## src/rtl/id_ex_operand_stage.sv

```systemverilog
// ID/EX operand stage: register-file addressing, EX/MEM operand forwarding,
// load-use hazard detection with bubble insertion, and a saturating bubble counter.
module id_ex_operand_stage #(
  parameter int unsigned WORD_SIZE = 16,
  parameter int unsigned ADDR_SIZE = 4,
  parameter int unsigned OP_SIZE   = 4,
  parameter int unsigned CNT_SIZE  = 16
) (
  input  logic                 CLK,
  input  logic                 RST_N,
  input  logic                 ID_VALID,
  input  logic [OP_SIZE-1:0]   ID_OP,
  input  logic [ADDR_SIZE-1:0] ID_RS,
  input  logic [ADDR_SIZE-1:0] ID_RT,
  input  logic                 ID_USE_RS,
  input  logic                 ID_USE_RT,
  input  logic [ADDR_SIZE-1:0] ID_RD,
  input  logic                 ID_WE,
  input  logic                 ID_MEMRD,
  input  logic [WORD_SIZE-1:0] ID_IMM,
  output logic [ADDR_SIZE-1:0] RADDR1,
  output logic [ADDR_SIZE-1:0] RADDR2,
  input  logic [WORD_SIZE-1:0] RDATA1,
  input  logic [WORD_SIZE-1:0] RDATA2,
  input  logic [WORD_SIZE-1:0] EX_ALU_RES,
  input  logic                 MEM_VALID,
  input  logic                 MEM_WE,
  input  logic [ADDR_SIZE-1:0] MEM_WADDR,
  input  logic [WORD_SIZE-1:0] MEM_DATA,
  input  logic                 FLUSH,
  output logic                 STALL_OUT,
  output logic                 EX_VALID,
  output logic [OP_SIZE-1:0]   EX_OP,
  output logic [ADDR_SIZE-1:0] EX_RD,
  output logic                 EX_WE,
  output logic                 EX_MEMRD,
  output logic [WORD_SIZE-1:0] EX_IMM,
  output logic [WORD_SIZE-1:0] EX_A,
  output logic [WORD_SIZE-1:0] EX_B,
  output logic [CNT_SIZE-1:0]  STALL_CNT
);

  logic                 ex_valid_q, ex_valid_d;
  logic [OP_SIZE-1:0]   ex_op_q, ex_op_d;
  logic [ADDR_SIZE-1:0] ex_rd_q, ex_rd_d;
  logic                 ex_we_q, ex_we_d;
  logic                 ex_memrd_q, ex_memrd_d;
  logic [WORD_SIZE-1:0] ex_imm_q, ex_imm_d;
  logic [WORD_SIZE-1:0] ex_a_q, ex_a_d;
  logic [WORD_SIZE-1:0] ex_b_q, ex_b_d;
  logic [CNT_SIZE-1:0]  stall_cnt_q, stall_cnt_d;

  logic                 hazard;
  logic                 ex_fwd_ok, mem_fwd_ok;
  logic [WORD_SIZE-1:0] fwd_a, fwd_b;

  assign RADDR1 = ID_RS;
  assign RADDR2 = ID_RT;

  // Load-use hazard: a load in EX cannot supply its data until it reaches MEM.
  always_comb begin
    hazard    = ID_VALID & ex_valid_q & ex_memrd_q & ex_we_q &
                ((ID_USE_RS & (ID_RS == ex_rd_q)) | (ID_USE_RT & (ID_RT == ex_rd_q)));
    STALL_OUT = hazard & ~FLUSH;
  end

  // Operand forwarding: youngest producer (EX non-load) wins over MEM, then register file.
  always_comb begin
    ex_fwd_ok  = ex_valid_q & ex_we_q & ~ex_memrd_q;
    mem_fwd_ok = MEM_VALID & MEM_WE;
    fwd_a      = RDATA1;
    fwd_b      = RDATA2;
    if (ex_fwd_ok && (ex_rd_q == ID_RS)) begin
      fwd_a = EX_ALU_RES;
    end else if (mem_fwd_ok && (MEM_WADDR == ID_RS)) begin
      fwd_a = MEM_DATA;
    end
    if (ex_fwd_ok && (ex_rd_q == ID_RT)) begin
      fwd_b = EX_ALU_RES;
    end else if (mem_fwd_ok && (MEM_WADDR == ID_RT)) begin
      fwd_b = MEM_DATA;
    end
  end

  // Next-state for the EX bundle: flush kills, hazard inserts a bubble, otherwise advance.
  always_comb begin
    ex_valid_d  = ex_valid_q;
    ex_op_d     = ex_op_q;
    ex_rd_d     = ex_rd_q;
    ex_we_d     = ex_we_q;
    ex_memrd_d  = ex_memrd_q;
    ex_imm_d    = ex_imm_q;
    ex_a_d      = ex_a_q;
    ex_b_d      = ex_b_q;
    stall_cnt_d = stall_cnt_q;
    if (FLUSH) begin
      ex_valid_d = 1'b0;
      ex_we_d    = 1'b0;
      ex_memrd_d = 1'b0;
    end else if (hazard) begin
      ex_valid_d = 1'b0;
      ex_we_d    = 1'b0;
      ex_memrd_d = 1'b0;
      if (stall_cnt_q != {CNT_SIZE{1'b1}}) begin
        stall_cnt_d = stall_cnt_q + CNT_SIZE'(1);
      end
    end else begin
      ex_valid_d = ID_VALID;
      ex_we_d    = ID_WE & ID_VALID;
      ex_memrd_d = ID_MEMRD & ID_VALID;
      ex_op_d    = ID_OP;
      ex_rd_d    = ID_RD;
      ex_imm_d   = ID_IMM;
      ex_a_d     = fwd_a;
      ex_b_d     = fwd_b;
    end
  end

  // EX bundle and bubble counter registers.
  always_ff @(posedge CLK or negedge RST_N) begin
    if (!RST_N) begin
      ex_valid_q  <= 1'b0;
      ex_op_q     <= '0;
      ex_rd_q     <= '0;
      ex_we_q     <= 1'b0;
      ex_memrd_q  <= 1'b0;
      ex_imm_q    <= '0;
      ex_a_q      <= '0;
      ex_b_q      <= '0;
      stall_cnt_q <= '0;
    end else begin
      ex_valid_q  <= ex_valid_d;
      ex_op_q     <= ex_op_d;
      ex_rd_q     <= ex_rd_d;
      ex_we_q     <= ex_we_d;
      ex_memrd_q  <= ex_memrd_d;
      ex_imm_q    <= ex_imm_d;
      ex_a_q      <= ex_a_d;
      ex_b_q      <= ex_b_d;
      stall_cnt_q <= stall_cnt_d;
    end
  end

  assign EX_VALID  = ex_valid_q;
  assign EX_OP     = ex_op_q;
  assign EX_RD     = ex_rd_q;
  assign EX_WE     = ex_we_q;
  assign EX_MEMRD  = ex_memrd_q;
  assign EX_IMM    = ex_imm_q;
  assign EX_A      = ex_a_q;
  assign EX_B      = ex_b_q;
  assign STALL_CNT = stall_cnt_q;

endmodule

```

## config.mk

```make
export PLATFORM = sky130hd
export DESIGN_NAME = id_ex_operand_stage
export DESIGN_NICKNAME = d
export VERILOG_FILES = /design/src/rtl/id_ex_operand_stage.sv
export SDC_FILE = /design/constraint.sdc
export NUM_CORES = 1
export LEC_CHECK = 0
export CORE_UTILIZATION = 45
export CTS_CLUSTER_SIZE = 20
export DETAILED_ROUTE_END_ITERATION = 6
export GPL_TIMING_DRIVEN = 0
export HOLD_SLACK_MARGIN = 0.06
export PLACE_DENSITY_LB_ADDON = 0.05
export SKIP_CTS_REPAIR_TIMING = 1
export SYNTH_ARGS = -nofsm -noshare
export SYNTH_HDL_FRONTEND = slang
export SYNTH_SLANG_ARGS = --single-unit
export TNS_END_PERCENT = 10
```

## constraint.sdc

```tcl
create_clock -name CLK -period 4.5 [get_ports CLK]
set_input_delay 0.9 -clock CLK [delete_from_list [all_inputs] [get_ports CLK]]
set_output_delay 0.9 -clock CLK [all_outputs]
set_load 0.005 [all_outputs]
```

==> flow_summary.toml <==
[global_routing]
grt_pass1_vias = 4067
grt_use_met2_pct = 44.75
grt_max_degree = 53
grtUsageMet3_pct = 5.058
grt_usage_pct = 27.50
overflow = 0
grt_pass1_wl_mm = 20.39
top_usage_layer = "met2"
grt.met1_usage_pct = 36.56
antenna_found_initial = 0

[drt]
dr.pass1.iters = 5
routed_wl_mm = 12.85
via_count = 4124
vias_per_cell = 5.558
route.detailed.drc = 0
wl_per_cell_microns = 17.32
ant_nets = 0
dr.first_iter.drc_count = 281

[setup_path]
rrSetupSlack_ps = 1960
path_class = "in2out"
crit_fanout = 10
reg2regPathDepth = 7
worstPathRequired_ps = 3600
arrival_ps = 3510
reg2reg_from = "EX_RD[1]$_DFFE_PN0P_"
critPathLaunchType = "input port"
rr_endpoint = "EX_A[14]$_DFFE_PN0P_"
end_kind = "output port"

[sta]
tightestPinTransition_ps = 686.7
slew_viol_final = 0
fin_crit_ps = 4407
setup_viol = 0
max_slew_margin_pct = 53.89
fmax_mhz = 226.9
fin_crit_sh_pct = 97.92
final_hold_viol_count = 0
rsz0062_at_grt = "false"
worst_slack_ps = 93.45
skew_ps = 10.16

[clocking]
cts_tree = "done"
clk_latency_ps = 350
clock_path_buffers = 2
clk_pin_slew_worst_paths_ps = 90
cts_num_sinks = 75
cts_max_level = 3
root_buffer = "clkbuf_8"
cts_buffers = 9

[synthesis]
synth_top_area_share_pct = 46.17
netlist_area_sq_um = 4065
synth_area_leaders = "dfrtp_1 46%, mux2_2 7.2%, nor3_1 5.9%"
synth-edff-count = 0
syn-num-nets = 535
postSynthCellCount = 424
synth.avg_cell_area_sq_um = 9.588
async_flop_share_pct = 100.0
synth_most_common_cell = "dfrtp_1"
yosysUniqueCellTypes = 34
synth.top_cells.by_count = "75 x dfrtp_1, 54 x nand2_1, 48 x nor3_1"
ys_seq_area_share_pct = 46.17
synth_top_area_cell = "dfrtp_1"
ys.flop_type = "dfrtp_1"
ys_warn_count = 0
ys_seq_elements = 75

[die]
num_rows = 34
dieArea_sq_um = 9418
start_util_pct = 46.61
pin_count = 194
die_x_microns = 97.05
core_area_sq_um = 8721
die_h_microns = 97.05

[cells_and_area]
areaGrowthSynthToFinish_pct = 57.53
instances_no_fill = 742
nNetsFinal = 740
drive_above_1_share_pct = 11.20
postLayoutCoreUtil_pct = 73.43
diodes = 0
fin_area_sq_um = 6404

[placement]
placed_cells = 726
pre_cts_ws_ps = -45.64
portBuffers = 193
dp_hpwl_mm = 10.04
placed_area_sq_um = 6157
gp_congestion = 0.9585

[job]
max_cap_violations = 0

[pwr]
power_uw = 1792
peakVddDrop_v = 0.0001866
p_leak_uw = 0.002446
power_density_nw_per_um2 = 279.8

[run_status]
outcome = "finished clean"

[min_path]
worst_hold_path_type = "in2async"
through the flow:
step / setup TNS [ps] / hold slack, ps
2_1_floorplan: 0 / 472.6
3_3_place_gp: -5483 / 461.5
3_5_place_dp: -45.64 / 466.1
4_1_cts: -48.45 / 454.4
5_1_grt: 0 / 458.6
6_report: 0 / 460.3
cells in the final DEF, fill, tap and decap left out, drive strengths merged, types with 2 or more instances in the layout:
cell           Yosys  final
o31ai             32     32
bufinv             0      3
clkbuf            25     35
xnor2             26     26
nor3              48     48
clkdlybuf4s50      0    192
inv                4      5
nor2               3      3
nand3             27     27
and2               3      3
nand4             10     10
dfrtp             75     75
buf               17     19
o22ai             19     19
xor2               2      2
a211oi            16     16
mux2              26     26
and3               9      9
a21oi             16     16
nand2             54     54
clkinv             0      2
critical path, stage by stage:
cell and delay (ps):
clkdlybuf4s50_1 550, xnor2_1 150, nand4_1 400, o22ai_2 530, clkbuf_1 390, clkdlybuf4s50_1 580
layout make-up:
| cell class | instances | area [sq um] |
|---|---|---|
| buffer | 42 | 203.9 |
| clock buffer | 10 | 127.6 |
| clock inverter | 6 | 112.6 |
| fill | 649 | 2317 |
| inverter | 4 | 15.01 |
| multi-input combinational | 303 | 1976 |
| sequential | 75 | 1877 |
| tap | 108 | 135.1 |
| timing repair buffer | 194 | 1957 |
where the power goes:
part           switching (uW)  internal [uW]  total [uW]  leakage (uW)
Clock                     261            371         631      0.000121
Sequential               31.8            724         756      0.000934
Combinational             158            246         404       0.00139
Total                     450           1340        1790       0.00245
how the worst max path moves through the flow:
stage | start | depth (start not counted) | end | slack [ps]
finish | ID_RS[1] | 6 | STALL_OUT | 90
detailed placement | ID_RS[1] | 6 | STALL_OUT | -50
CTS | ID_RS[1] | 6 | STALL_OUT | -50
global placement | RST_N | 1 | EX_B[14]$_DFFE_PN0P_ | -80
floorplan | ID_RS[0] | 4 | STALL_OUT | 1620
global route | ID_RS[1] | 6 | STALL_OUT | 3
routing by layer:
metal / vias to the layer above / routed length (microns)
met5: - / 0
li1: 1946 / -
met4: 0 / 274
met2: 234 / 6228
met1: 1923 / 5351
met3: 21 / 999
registers in the layout, summed over array words and instances, names as in the netlist:
signal,flops
EX_A,16
EX_WE,1
STALL_CNT,16
EX_OP,4
EX_RD,4
EX_IMM,16
EX_B,16
EX_VALID,1
EX_MEMRD,1
logic make-up (layout without fill, tap and decap cells):
| logic type | Yosys count | after routing | synth area share [%] |
|---|---|---|---|
| flops | 75 | 75 | 46.17 |
| compound gates | 86 | 86 | 15.60 |
| xor+xnor | 28 | 28 | 6.033 |
| simple gates | 162 | 162 | 19.30 |
| mux | 26 | 26 | 7.202 |
| buf+inv | 46 | 256 | 5.386 |
| fa+ha+maj | 1 | 1 | 0.3077 |
Power figures use the tool's default switching activity.
